$ cat src/rtl/seq_pkg.sv
// ----------------------------------------------------------------------------
// seq_pkg
//   Shared definitions for the sequence-detector family stimulus source.
//   - state_e     : FSM state encoding of seq_pattern_generator (IDLE/SHIFT/GAP)
//   - MAX_LEN_DEF : default maximum pattern length in bits
//   - REP_W       : width of the repeat counter / pat_rep port
// ----------------------------------------------------------------------------
package seq_pkg;

    localparam int MAX_LEN_DEF = 16;
    localparam int REP_W       = 4;

    typedef enum logic [1:0] {
        IDLE  = 2'd0,
        SHIFT = 2'd1,
        GAP   = 2'd2
    } state_e;

endpackage

$ cat src/rtl/seq_expect_model.sv
// ----------------------------------------------------------------------------
// seq_expect_model
//   Reference Moore 01/10 detector on the emitted serial stream. y_exp goes
//   high for one cycle after any valid bit that differs from the valid bit
//   directly before it. A cycle with x_valid=0 wipes the history, so gaps and
//   pattern boundaries never form a sequence.
//   Only instantiated when SEQ_PATTERN_GENERATOR_EXPECT_EN is defined.
//
// Ports:
//   clk      in   system clock, rising edge
//   rst      in   asynchronous active-high reset
//   x        in   serial bit
//   x_valid  in   x carries a pattern bit this cycle
//   y_exp    out  registered expected detector output
// ----------------------------------------------------------------------------
module seq_expect_model
    import seq_pkg::*;
(
    input  logic clk,
    input  logic rst,
    input  logic x,
    input  logic x_valid,
    output logic y_exp
);

    logic prev_bit;
    logic prev_ok;   // prev_bit holds a valid bit from the cycle before

    always_ff @(posedge clk or posedge rst) begin
        if (rst) begin
            prev_bit <= 1'b0;
            prev_ok  <= 1'b0;
            y_exp    <= 1'b0;
        end else if (x_valid) begin
            y_exp    <= prev_ok && (x != prev_bit);
            prev_bit <= x;
            prev_ok  <= 1'b1;
        end else begin
            y_exp    <= 1'b0;
            prev_ok  <= 1'b0;
        end
    end

endmodule

$ cat src/rtl/seq_pattern_generator.sv
// ----------------------------------------------------------------------------
// seq_pattern_generator
//   Serial stimulus source: takes a parallel pattern through a valid/ready
//   handshake and shifts it out LSB first, one bit per clock, on x. The
//   pattern is sent pat_rep+1 times, with GAP_CYCLES idle cycles between
//   repeats (0 = back-to-back).
//
//   Handshake: a transfer happens on a rising edge where pat_valid and
//   pat_ready are both 1. pat_ready is combinational (state==IDLE); the
//   source must hold pat_valid and the pattern fields stable until then.
//   pat_valid while busy has no effect.
//
// Parameters:
//   MAX_LEN     maximum pattern length in bits
//   LEN_W       width of pat_len, must hold MAX_LEN
//   GAP_CYCLES  idle cycles between repeats
//   IDLE_LEVEL  value on x when no pattern bit is being driven
//
// Ports:
//   clk        in   system clock, rising edge
//   rst        in   asynchronous active-high reset
//   pat_valid  in   pattern offer
//   pat_ready  out  generator can accept a pattern (state==IDLE)
//   pat_data   in   pattern bits, sent LSB first
//   pat_len    in   bits to send, legal 1..MAX_LEN
//   pat_rep    in   extra repeats
//   x          out  registered serial bit
//   x_valid    out  x carries a pattern bit this cycle
//   busy       out  state != IDLE
//   done       out  one-cycle pulse after the last bit of the last repeat
//   err        out  one-cycle pulse on an accepted illegal pat_len
//   dbg_state  out  current FSM state, for checkers
//   y_exp      out  expected Moore 01/10 detector output
//                   (only with SEQ_PATTERN_GENERATOR_EXPECT_EN defined)
// ----------------------------------------------------------------------------
module seq_pattern_generator
    import seq_pkg::*;
#(
    parameter int   MAX_LEN    = MAX_LEN_DEF,
    parameter int   LEN_W      = 5,
    parameter int   GAP_CYCLES = 0,
    parameter logic IDLE_LEVEL = 1'b0
) (
    input  logic               clk,
    input  logic               rst,
    input  logic               pat_valid,
    output logic               pat_ready,
    input  logic [MAX_LEN-1:0] pat_data,
    input  logic [LEN_W-1:0]   pat_len,
    input  logic [REP_W-1:0]   pat_rep,
    output logic               x,
    output logic               x_valid,
    output logic               busy,
    output logic               done,
    output logic               err,
    output state_e             dbg_state
`ifdef SEQ_PATTERN_GENERATOR_EXPECT_EN
    ,
    output logic               y_exp
`endif
);

    localparam logic [1:0] ST_IDLE  = 2'd0;
    localparam logic [1:0] ST_SHIFT = 2'd1;
    localparam logic [1:0] ST_GAP   = 2'd2;

    // Bit-select width for the pattern register; idx itself needs one more
    // value (MAX_LEN) to mark "all bits sent".
    localparam int IDX_W = (MAX_LEN > 1) ? $clog2(MAX_LEN) : 1;

    // The gap counter counts down to 0; the cycle spent in GAP with a
    // count of 0 is the last idle cycle.
    localparam int GAP_W = (GAP_CYCLES > 1) ? $clog2(GAP_CYCLES) : 1;
    localparam logic [GAP_W-1:0] GAP_LOAD = GAP_W'((GAP_CYCLES > 0) ? GAP_CYCLES - 1 : 0);

    logic [1:0]         state;
    logic [MAX_LEN-1:0] pat_q;
    logic [LEN_W-1:0]   len_q;
    logic [LEN_W-1:0]   idx;
    logic [REP_W-1:0]   rep_q;
    logic [GAP_W-1:0]   gap_cnt;
    logic               len_ok;

    assign len_ok    = (pat_len != '0) && (32'(pat_len) <= MAX_LEN);
    assign pat_ready = (state == ST_IDLE);
    assign busy      = (state != ST_IDLE);
    assign dbg_state = state_e'(state);

    always_ff @(posedge clk or posedge rst) begin
        if (rst) begin
            state   <= ST_IDLE;
            pat_q   <= '0;
            len_q   <= '0;
            idx     <= '0;
            rep_q   <= '0;
            gap_cnt <= '0;
            x       <= IDLE_LEVEL;
            x_valid <= 1'b0;
            done    <= 1'b0;
            err     <= 1'b0;
        end else begin
            done <= 1'b0;
            err  <= 1'b0;
            case (state)
                ST_IDLE: begin
                    // pat_ready is 1 here, so pat_valid alone is a handshake.
                    if (pat_valid) begin
                        if (len_ok) begin
                            pat_q   <= pat_data;
                            len_q   <= pat_len;
                            rep_q   <= pat_rep;
                            x       <= pat_data[0];
                            x_valid <= 1'b1;
                            idx     <= LEN_W'(1);
                            state   <= ST_SHIFT;
                        end else begin
                            // Illegal length: consume and drop, x untouched.
                            err <= 1'b1;
                        end
                    end
                end

                ST_SHIFT: begin
                    if (idx < len_q) begin
                        x   <= pat_q[idx[IDX_W-1:0]];
                        idx <= idx + 1'b1;
                    end else if (rep_q != '0) begin
                        rep_q <= rep_q - 1'b1;
                        if (GAP_CYCLES == 0) begin
                            // Restart immediately, no bubble between repeats.
                            x   <= pat_q[0];
                            idx <= LEN_W'(1);
                        end else begin
                            x       <= IDLE_LEVEL;
                            x_valid <= 1'b0;
                            gap_cnt <= GAP_LOAD;
                            state   <= ST_GAP;
                        end
                    end else begin
                        x       <= IDLE_LEVEL;
                        x_valid <= 1'b0;
                        done    <= 1'b1;
                        state   <= ST_IDLE;
                    end
                end

                ST_GAP: begin
                    if (gap_cnt == '0) begin
                        x       <= pat_q[0];
                        x_valid <= 1'b1;
                        idx     <= LEN_W'(1);
                        state   <= ST_SHIFT;
                    end else begin
                        gap_cnt <= gap_cnt - 1'b1;
                    end
                end

                default: begin
                    x       <= IDLE_LEVEL;
                    x_valid <= 1'b0;
                    state   <= ST_IDLE;
                end
            endcase
        end
    end

`ifdef SEQ_PATTERN_GENERATOR_EXPECT_EN
    seq_expect_model u_expect (
        .clk     (clk),
        .rst     (rst),
        .x       (x),
        .x_valid (x_valid),
        .y_exp   (y_exp)
    );
`endif

endmodule

$ cat config.mk
export PLATFORM = sky130hd
export DESIGN_NAME = seq_pattern_generator
export DESIGN_NICKNAME = d
export VERILOG_FILES = /design/src/rtl/seq_pkg.sv /design/src/rtl/seq_expect_model.sv /design/src/rtl/seq_pattern_generator.sv
export SDC_FILE = /design/constraint.sdc
export NUM_CORES = 1
export LEC_CHECK = 0
export CORE_MARGIN = 10
export CORE_UTILIZATION = 33
export CTS_CLUSTER_DIAMETER = 100
export DETAILED_ROUTE_END_ITERATION = 16
export GPL_ROUTABILITY_DRIVEN = 0
export PLACE_DENSITY = 0.56
export SLEW_MARGIN = 20
export SYNTH_ARGS = -nofsm -noshare
export SYNTH_HDL_FRONTEND = slang
export SYNTH_SLANG_ARGS = --single-unit
$ cat constraint.sdc
create_clock -name clk -period 2.13 [get_ports clk]
set_input_delay 0.426 -clock clk [delete_from_list [all_inputs] [get_ports clk]]
set_output_delay 0.426 -clock clk [all_outputs]
set_load 0.02 [all_outputs]
# Word level (Yosys, flattened, before mapping)
# Index checks and enable logic that the tools add are counted.
# totals
out_inout_bits	8
elab_cells	75
inputBits	28
reg_bits	37
mem_count	0
mem_bits_ro	0
latch_bits	0
mem_bits_rw	0
# classes
muxes	38
div_mod_pow	0
n_lt_le_gt_ge	3
reduce_logical	12
n_mul	0
eq_ne	9
n_addsub	3
n_shift	0
bitwise	0
# op_table
operator	n
$mux W5	5
$mux W1	18
$mux W4	4
$pmux W5 S3	1
$reduce_and A5 Y1	3
$mux W2	5
$ne A2 B2 Y1 const B	5
$pmux W4 S2	1
$pmux W1 S3	2
$pmux W2 S3	1
$reduce_and A3 Y1	2
$add A5 B1 Y5 const B	1
$le A5 B5 Y1 const B	1
$lt A4 B5 Y1 const B	1
$lt A5 B5 Y1	1
$reduce_bool A5 Y1	1
$bmux W1 S4	1
$reduce_bool A2 Y1	2
$reduce_bool A4 Y1	1
$sub A4 B1 Y4 const B	1
$ne A3 B3 Y1 const B	1
$reduce_bool A3 Y1	1
$eq A2 B1 Y1 const B	1
$eq A2 B2 Y1 const B	1
other kinds (4)	4

# Logic depth before layout (Yosys ltp)
# Gate-level depths: netlist (run 1).
# depth
word_depth	5
depth_mapped	8
mapped_depth_nobuf	8

# Worst setup path after synthesis (run 1)
# OpenSTA, ideal clock, no wires.
# synth_timing
path_kind	flip-flop to flip-flop
startpoint	register idx[4]
endpoint	register idx[3]
n_path_buf	0
setup_ns	0.078
t_arrival_ns	1.854
slack_ns	0.198
stages_incl_launch_ff	7
cell_sequence	dfrtp_1 > ha_1 > a21o_1 > and3_1 > a21o_1 > or4_1 > a21boi_1
# synth_via
elab_chain_len	3
# synth_lines
item	line	source
from (decl)	seq_pattern_generator.sv:79	logic [LEN_W-1:0] idx;
from (signal assigned)	seq_pattern_generator.sv:126	idx <= idx + 1'b1;
$lt A5 B5 Y1 (*)	seq_pattern_generator.sv:124	if (idx < len_q) begin
$ne A3 B3 Y1 (no source line) or $mux W5 (tied branches)	-	
$reduce_and A5 Y1 (no source line) or $pmux W5 S3 (tied branches)	-	
# Mark *: on every way between the ends. The rest lies on a longest branch, timed or not.
# A chain may end at the register's enable or synchronous reset.

==> results of run 1 <==
## report_power, final
group | switching [W] | internal [W] | total (W)
combinational | 0.000604 | 0.000694 | 0.00130
clock | 0.000215 | 0.000249 | 0.000464
sequential | 0.000178 | 0.000921 | 0.00110
total | 0.000996 | 0.00186 | 0.00286
## logic make-up (layout without fill, tap and decap cells)
logic type,Yosys count,in the layout,synth area share
simple gates,90,90,0.241
flops,34,34,0.478
compound gates,26,26,0.0977
buf+inv,20,66,0.0555
mux,7,7,0.0787
fa+ha+maj,6,6,0.0422
other cells,1,1,0.00211
xor+xnor,1,1,0.00492
## layer usage
| metal | wire [µm] | GRT usage | vias to the layer above | share of wire |
|---|---|---|---|---|
| met1 | 1910 | 0.115 | 635 | 0.48 |
| li1 | - | - | 728 | - |
| met5 | 0 | 0 | - | 0 |
| met2 | 1830 | 0.142 | 29 | 0.46 |
| met4 | 28 | 0.0308 | 0 | 0.0070 |
| met3 | 241 | 0.0336 | 4 | 0.060 |
## flip-flops by register name (all words and copies together) (netlist names)
name and flops:
err 1, rep_q 4, len_q 5, x_valid 1, idx 5, pat_q 16
done 1, x 1
## metrics by stage
stage | power (W) | worst slack [ps]
2_1_floorplan | 0.00201 | 198
3_3_place_gp | 0.00239 | -93.4
3_5_place_dp | 0.00241 | -120
4_1_cts | 0.00289 | 86.8
5_1_grt | 0.00311 | 1.75
6_report | 0.00286 | 110
## worst paths after layout
kind	to	slack (ps)	depth (start not counted)
min reg2reg	pat_q[1]	470	2
max	pat_ready	110	2
min in group asynchronous	len_q[0]	540	3
max in group asynchronous	pat_q[1]	1280	3
max reg2reg	idx[4]	120	7
min	pat_q[1]	470	2
## worst max-delay path, cell delays in order (launching register included)
cell and delay, ps:
dfrtp_1 520, inv_1 170, clkdlybuf4s50_1 630
## cell type report
class	instances	area, µm²
Fill cell	497	2790
Sequential cell	34	851
Multi-Input combinational cell	131	831
Timing Repair Buffer	51	493
Tap cell	70	87.6
Clock buffer	6	82.6
Inverter	9	33.8
## synth_stat cells (2+ instances only)
| cell | number |
|---|---|
| o21ai_0 | 4 |
| o31ai_1 | 2 |
| mux2i_1 | 2 |
| nor3b_1 | 2 |
| buf_4 | 3 |
| mux4_2 | 3 |
| and3_1 | 3 |
| a21o_1 | 2 |
| a21oi_1 | 3 |
| ha_1 | 6 |
| dfrtp_1 | 34 |
| a31oi_1 | 5 |
| nor2_1 | 3 |
| nand2_1 | 58 |
| o21ai_1 | 3 |
| a21boi_1 | 2 |
| inv_1 | 8 |
| clkbuf_1 | 3 |
| nand3_1 | 9 |
| buf_2 | 4 |
| mux4_1 | 2 |
| or4_1 | 2 |
| or3_1 | 3 |
==> results.json, run 1 <==
{
  "status": "complete, no violations",
  "hold_violations": 0,
  "drive_gt1_frac": 0.147,
  "fin_crit_ps": 2020,
  "max_clock_freq_mhz": 495,
  "r2r-start": "rep_q[0]",
  "ioPinCount": 36,
  "syn_avg_cell_area_um2": 9.62,
  "placed_area_mm2": 0.00230,
  "cp_max_fo": 14,
  "postCtsSetupRepairBufs": 0,
  "area_growth_pct": 33.6,
  "ys_async_sr_fraction": 1.00,
  "crit_path_start": "x_valid",
  "post_cts_resized": 0,
  "clock-sinks": 34,
  "yosys_warnings": 0,
  "synth_flop_cell": "dfrtp_1",
  "wl_um": 4010,
  "initial_core_util": 0.344,
  "final-setup-viol-count": 0,
  "dpl.cell_count": 295,
  "antenna_found_initial": 0,
  "power_density_mw_per_mm2": 1200,
  "critPathCaptureType": "output pin",
  "post-route-period-util": 0.948,
  "grt_pass1_wl_um": 6520,
  "worstHoldStart": "pat_q[1]",
  "grt_start_max_net_pins": 35,
  "fp-row-count": 26,
  "root_buffer": "clkbuf_8",
  "die_y_um": 93.5,
  "fin_util": 0.460,
  "finalClockSkew_ps": 6.20,
  "core_mm2": 0.00517,
  "first_global_vias": 1395,
  "finalHoldWorstSlack_ps": 470,
  "critPathRequiredTime_ps": 1700,
  "cts_buffers": 5,
  "syn_nets": 219,
  "worstPathArrival_ps": 1590,
  "cts_tree": "yes",
  "synth_cell_type_count": 42,
  "clkTransAtPathRegs_ps": 60,
  "clockBufferDepth": 2,
  "layout.cells.non_filler": 301,
  "viasPerCell": 4.64,
  "final_cell_mix": "nand2_1 (58), dfrtp_1 (34), clkdlybuf4s50_1 (34), buf_4 (15), nand3_1 (9)",
  "ir_worst_vdd_mv": 0.426,
  "diodes": 0,
  "insertion_delay_ps": 280,
  "wire_per_inst_um": 13.3,
  "drt_iter0_markers": 45,
  "rsz0062_at_grt": "no",
  "finish.instance_area_mm2": 0.00238,
  "drcViolationCount": 0,
  "path_class": "flip-flop to output pin",
  "num_vias": 1396,
  "dp_hpwl_um": 3000,
  "netlist_area_mm2": 0.00178,
  "grt_usage": 0.0915,
  "synth_edf_count": 0,
  "synth_top_cell_by_area": "dfrtp_1",
  "ys_seq_area_frac": 0.478,
  "layout_commonest_cell": "nand2_1",
  "critPathLaunchType": "flip-flop",
  "portBuffers": 34,
  "holdBufCountCts": 0,
  "leakage_nw": 1.14,
  "drv_cap": 0,
  "synthCells": 185,
  "fin_nets": 266,
  "finalMaxSlewViolations": 0,
  "synth_top_cell_area_share": 0.478,
  "ant_nets": 0,
  "synth_area_leaders": "dfrtp_1 (48%), nand2_1 (12%), ha_1 (4.2%)",
  "fin_tns_setup_ps": 0,
  "worstHoldPathType": "flip-flop to flip-flop",
  "drt_first_pass_iters": 4,
  "die_area_mm2": 0.00873,
  "die_w_um": 93.5,
  "cts.htree.levels": 2,
  "globalRoute.totalOverflow": 0,
  "ys_ff_latch": 34
}
Power figures use the tool's default switching activity.
==> run 2, diff against run 1 <==
--- a/config.mk
+++ b/config.mk
@@ -5,11 +5,13 @@
 export SDC_FILE = /design/constraint.sdc
 export NUM_CORES = 1
 export LEC_CHECK = 0
+export ABC_AREA = 1
 export CORE_MARGIN = 10
 export CORE_UTILIZATION = 33
 export CTS_CLUSTER_DIAMETER = 100
 export DETAILED_ROUTE_END_ITERATION = 16
 export GPL_ROUTABILITY_DRIVEN = 0
+export GPL_TIMING_DRIVEN = 0
 export PLACE_DENSITY = 0.56
 export SLEW_MARGIN = 20
 export SYNTH_ARGS = -nofsm -noshare
==> results.json, run 2 <==
{
  "portBuffers": 34,
  "die_w_um": 96.1,
  "core_mm2": 0.00557,
  "cts.htree.levels": 2,
  "max_slew.worst_pin.slew_ps": 712,
  "ys_ff_latch": 34,
  "critical_path.top_delay_family": "buffers and inverters",
  "ys_async_sr_fraction": 1.00,
  "clkPwrFrac": 0.210,
  "diodes": 0,
  "fin_crit_ps": 1980,
  "netlist_top_cells_count": "nand2_1 (88), dfrtp_1 (34), nand3_1 (32)",
  "grt_pass1_wl_um": 7860,
  "nFillCells": 582,
  "viasPerCell": 4.48,
  "clkTransAtPathRegs_ps": 70,
  "die_y_um": 96.1,
  "crit_path_start": "x_valid",
  "layout_commonest_cell": "nand2_1",
  "final_cell_mix": "nand2_1 (88), dfrtp_1 (33), clkdlybuf4s50_1 (33), nand3_1 (32), inv_1 (24)",
  "p_sw_w": 0.00145,
  "crit_slowest_cell": "dfrtp_2",
  "synth_top_cell_by_area": "dfrtp_1",
  "ir_worst_vdd_mv": 0.772,
  "syn_nets": 287,
  "cts_buffers": 5,
  "initial_core_util": 0.343,
  "grt_usage": 0.108,
  "crit_chain": "inv_2, buf_2, clkdlybuf4s15_2",
  "synthCells": 253,
  "synth_flop_cell": "dfrtp_1",
  "power.share.sequential": 0.321,
  "critPathRequiredTime_ps": 1700,
  "maxSlewHeadroom": 0.525,
  "finalHoldWorstSlack_ps": 473,
  "ioPinCount": 36,
  "num_vias": 1641,
  "holdBufCountCts": 0,
  "critPathCaptureType": "output pin",
  "reg2reg_depth": 9,
  "largest_reg_flops": 16,
  "reg_top3": "pat_q: 16 flops, idx: 5 flops, len_q: 5 flops",
  "largest-register": "pat_q",
  "wire_per_inst_um": 12.3,
  "worstPathArrival_ps": 1560,
  "root_buffer": "clkbuf_8",
  "critPathLaunchType": "flip-flop",
  "holdPathStages": 2,
  "cp_max_fo": 19,
  "first_global_vias": 1651,
  "post-route-period-util": 0.932,
  "r2r-start": "idx[3]",
  "total_power_w": 0.00356,
  "internal_power_w": 0.00211,
  "finalClockSkew_ps": 10.2,
  "final-setup-viol-count": 0,
  "die_area_mm2": 0.00924,
  "ant_nets": 0,
  "r2r-end": "rep_q[0]",
  "worstHoldPathType": "flip-flop to flip-flop",
  "area_growth_pct": 29.8,
  "whs_endpoint": "rep_q[2]",
  "finalMaxSlewViolations": 0,
  "leakage_nw": 1.29,
  "netlist_area_mm2": 0.00191,
  "max_clock_freq_mhz": 504,
  "multi_input_area_um2": 847,
  "grt_start_max_net_pins": 35,
  "ys_seq_area_frac": 0.445,
  "power_density_mw_per_mm2": 1430,
  "p_sw_frac": 0.407,
  "path_depth": 3,
  "combPwrFrac": 0.470,
  "drt_first_pass_iters": 4,
  "synth_edf_count": 0,
  "insertion_delay_ps": 290,
  "slowest_delay_ps": 490,
  "drcViolationCount": 0,
  "antenna_found_initial": 0,
  "synth_top_cell_area_share": 0.445,
  "rsz0062_at_grt": "no",
  "clock-sinks": 34,
  "regArea_um2": 852,
  "drv_cap": 0,
  "hold_violations": 0,
  "yosys_warnings": 0,
  "worstHoldStart": "rep_q[2]",
  "syn_avg_cell_area_um2": 7.56,
  "cts_tree": "yes",
  "fin_nets": 327,
  "dp_hpwl_um": 3350,
  "synth_cell_type_count": 26,
  "worst-path-buf-inv": 3,
  "status": "complete, no violations",
  "globalRoute.totalOverflow": 0,
  "ff2ff_setup_slack_ps": 320,
  "fp-row-count": 27,
  "yosysMostFrequentCell": "nand2_1",
  "synth_area_leaders": "dfrtp_1 (44%), nand2_1 (17%), nand3_1 (8.4%)",
  "path_class": "flip-flop to output pin",
  "clockBufferDepth": 2,
  "drt_iter0_markers": 59,
  "drive_gt1_frac": 0.126,
  "wl_um": 4510
}
==> run 2: cell count changes in the layout (fill, tap and decap cells not counted), sizes merged, moves of 6 or more <==
| cell | delta |
|---|---|
| nand2 | +33 |
| inv | +26 |
| nand3 | +23 |
| buf | -7 |
| xor2 | +6 |
==> run 2: cells by family (layout without fill, tap and decap cells) <==
kind of cell               Yosys count  in the layout  share of synthesized area
AOI/OAI and AO/OA                   18             18                     0.0497
xor gates and xnor gates             6              6                     0.0314
adders and majority gates            6              6                     0.0392
buffers and inverters               47             88                      0.112
DFF                                 34             34                      0.445
other                                1              1                    0.00196
and+or+nand+nor                    141            141                      0.320
==> run 2: how the worst max path moves through the flow <==
stage,slack (ps),endpoint
2_1_floorplan,580,rep_q[0]
3_3_place_gp,-70,pat_ready
3_5_place_dp,-70,pat_ready
4_1_cts,10,pat_ready
5_1_grt,60,pat_ready
6_report,150,pat_ready
==> run 2: power groups by stage <==
| stage | sequential (W) | clock, W | combinational (W) |
|---|---|---|---|
| after floorplan | 0.00113 | 0 | 0.00124 |
| after global placement | 0.00115 | 0 | 0.00168 |
| after detailed placement | 0.00115 | 0 | 0.00169 |
| after CTS | 0.00115 | 0.000767 | 0.00170 |
| after global routing | 0.00119 | 0.000795 | 0.00195 |
| final | 0.00114 | 0.000747 | 0.00167 |
==> run 2: per-layer routing <==
| metal | GRT usage | routed length (µm) | vias to the layer above |
|---|---|---|---|
| met3 | 0.0420 | 262 | 6 |
| met5 | 0 | 0 | - |
| met4 | 0.0369 | 58 | 0 |
| met1 | 0.131 | 2170 | 743 |
| li1 | - | - | 868 |
| met2 | 0.170 | 2020 | 24 |
==> run 2: final cells by class <==
cell class	count	area share
sequential	34	0.343
multi-input combinational	172	0.341
timing repair buffer	34	0.138
inverter	35	0.0529
tap	72	0.0363
clock buffer	6	0.0332
buffer	11	0.0317
clock inverter	2	0.0242
==> run 2: worst reg2reg max path: cells and delay by family (launching register included) <==
family	cells	cell delay, ps
buffers and inverters	1	80
flip-flops	1	440
adder cells (fa/ha/maj)	1	300
AND/OR/NAND/NOR	7	860
==> run 2: timing repair <==
item / in CTS / in global routing
setup buffers: 0 / 0
endpoints found under the hold margin: 0 / 0
gates resized for setup: 4 / 0
setup endpoints to repair: 1 / 1
==> run 2: per-stage QoR <==
step | util | instances | area (µm²) | setup WS, ps | TNS, ps
final | 0.446 | 366 | 2480 | 145 | 0
after global routing | 0.446 | 366 | 2480 | 61.0 | 0
after CTS | 0.446 | 367 | 2490 | 10.4 | 0
after detailed placement | 0.420 | 359 | 2340 | -73.6 | -73.6
after global placement | 0.420 | 359 | 2340 | -67.2 | -67.2
after floorplan | - | 253 | 1910 | 576 | 0
==> run 3, diff against run 2 <==
--- a/config.mk
+++ b/config.mk
@@ -6,12 +6,14 @@
 export NUM_CORES = 1
 export LEC_CHECK = 0
 export ABC_AREA = 1
+export CORE_ASPECT_RATIO = 1.25
 export CORE_MARGIN = 10
 export CORE_UTILIZATION = 33
 export CTS_CLUSTER_DIAMETER = 100
 export DETAILED_ROUTE_END_ITERATION = 16
 export GPL_ROUTABILITY_DRIVEN = 0
 export GPL_TIMING_DRIVEN = 0
+export MAX_ROUTING_LAYER = met4
 export PLACE_DENSITY = 0.56
 export SLEW_MARGIN = 20
 export SYNTH_ARGS = -nofsm -noshare
==> results.json, run 3 (synthesized netlist as in run 2, its figures left out) <==
{
  "status": "complete, no violations",
  "wl_um": 4450,
  "worstPathArrival_ps": 1560,
  "clockBufferDepth": 2,
  "critPathRequiredTime_ps": 1700,
  "holdPathStages": 2,
  "grt_start_max_net_pins": 35,
  "nFillCells": 562,
  "power.share.sequential": 0.347,
  "post-route-period-util": 0.933,
  "dp_hpwl_um": 3320,
  "p_sw_w": 0.00143,
  "grt_pass1_wl_um": 7920,
  "fin_util": 0.439,
  "area_growth_pct": 26.6,
  "ioPinCount": 36,
  "cts_tree": "yes",
  "grt_usage": 0.107,
  "layout.cells.non_filler": 358,
  "r2r-end": "rep_q[2]",
  "die_y_um": 105,
  "drv_cap": 0,
  "final-setup-viol-count": 0,
  "portBuffers": 34,
  "num_vias": 1655,
  "maxSlewHeadroom": 0.526,
  "layout_commonest_cell": "nand2_1",
  "fp-row-count": 30,
  "core_mm2": 0.00552,
  "dp_slack_ps": -75.4,
  "max_clock_freq_mhz": 503,
  "ff2ff_setup_slack_ps": 350,
  "rsz0062_at_grt": "no",
  "ir_worst_vdd_mv": 0.621,
  "finalMaxSlewViolations": 0,
  "leakage_nw": 1.27,
  "finalClockSkew_ps": 5.35,
  "cts.htree.levels": 2,
  "clock-sinks": 34,
  "wire_per_inst_um": 12.4,
  "drive_gt1_frac": 0.122,
  "cts_buffers": 5,
  "fin_nets": 327,
  "die_area_mm2": 0.00926,
  "combPwrFrac": 0.502,
  "placed_area_mm2": 0.00233,
  "initial_core_util": 0.347,
  "die_w_um": 88.1,
  "reg2reg_depth": 9,
  "clkTransAtPathRegs_ps": 70,
  "regArea_um2": 852,
  "largest-register": "pat_q",
  "drt_first_pass_iters": 4,
  "timing.final.ws_setup_ps": 143,
  "fin_crit_ps": 1990,
  "worstHoldPathType": "flip-flop to flip-flop",
  "antenna_found_initial": 0,
  "ant_nets": 0,
  "finish.instance_area_mm2": 0.00242,
  "dpl.cell_count": 351,
  "holdBufCountCts": 0,
  "largest_reg_flops": 16,
  "r2r-start": "idx[3]",
  "p_sw_frac": 0.433,
  "critPathLaunchType": "flip-flop",
  "cp_max_fo": 19,
  "power_density_mw_per_mm2": 1370,
  "insertion_delay_ps": 290,
  "multi_input_area_um2": 847,
  "globalRoute.totalOverflow": 0,
  "root_buffer": "clkbuf_8",
  "drt_iter0_markers": 93,
  "final_cell_mix": "nand2_1 (88), dfrtp_1 (33), clkdlybuf4s50_1 (33), nand3_1 (32), inv_1 (24)",
  "drcViolationCount": 0,
  "diodes": 0,
  "path_class": "flip-flop to output pin",
  "clkPwrFrac": 0.152,
  "postCtsSetupRepairBufs": 0,
  "hold_violations": 0,
  "internal_power_w": 0.00187,
  "critPathCaptureType": "output pin",
  "max_slew.worst_pin.slew_ps": 710,
  "first_global_vias": 1763,
  "viasPerCell": 4.62,
  "reg_top3": "pat_q: 16 flops, idx: 5 flops, len_q: 5 flops",
  "whs_endpoint": "rep_q[1]",
  "worstHoldStart": "rep_q[1]"
}
## run 3: timing repair
action / 4_1_cts / 5_1_grt
setup endpoints to repair: 1 / 1
pin swaps: 0 / 0
resized for setup: 4 / 0
## run 3: layout make-up
| cell class | instances | share of cell area |
|---|---|---|
| Buffer | 11 | 0.0325 |
| Clock buffer | 7 | 0.0356 |
| Clock inverter | 1 | 0.00207 |
| Inverter | 35 | 0.0542 |
| Multi-Input combinational cell | 172 | 0.350 |
| Sequential cell | 34 | 0.352 |
| Tap cell | 64 | 0.0331 |
| Timing Repair Buffer | 34 | 0.141 |
## run 3: how the worst max path moves through the flow
stage	startpoint	endpoint	slack (ps)	cells after the start
global route	x_valid	pat_ready	50	3
detailed placement	x_valid	pat_ready	-80	4
floorplan	idx[4]	rep_q[0]	580	9
CTS	x_valid	pat_ready	10	4
finish	x_valid	pat_ready	140	3
global placement	x_valid	pat_ready	-70	4
## run 3: through the flow
stage / total power, W / hold WS, ps / setup TNS, ps
4_1_cts: 0.00336 / 481 / 0
3_5_place_dp: 0.00284 / 463 / -75.4
3_3_place_gp: 0.00282 / 456 / -72.9
5_1_grt: 0.00368 / 511 / 0
6_report: 0.00331 / 473 / 0
2_1_floorplan: 0.00237 / 442 / 0
## run 3: power groups by stage
stage	registers [W]	clock network [W]	logic (W)
after floorplan	0.00113	0	0.00124
after global placement	0.00115	0	0.00167
after detailed placement	0.00116	0	0.00168
after CTS	0.00115	0.000513	0.00170
after global routing	0.00119	0.000538	0.00195
final	0.00115	0.000501	0.00166
## run 3: per-layer routing
layer,vias to the layer above,GRT usage,wire [µm]
met5,-,-,0
met4,0,0.0438,82
met3,6,0.0295,200
met2,36,0.168,2100
met1,750,0.126,2060
li1,863,-,-
## run 3: worst max-delay path: stages, from the launching register on
cell,delay [ps]
dfrtp_2,490
inv_2,130
buf_2,320
clkdlybuf4s15_2,320
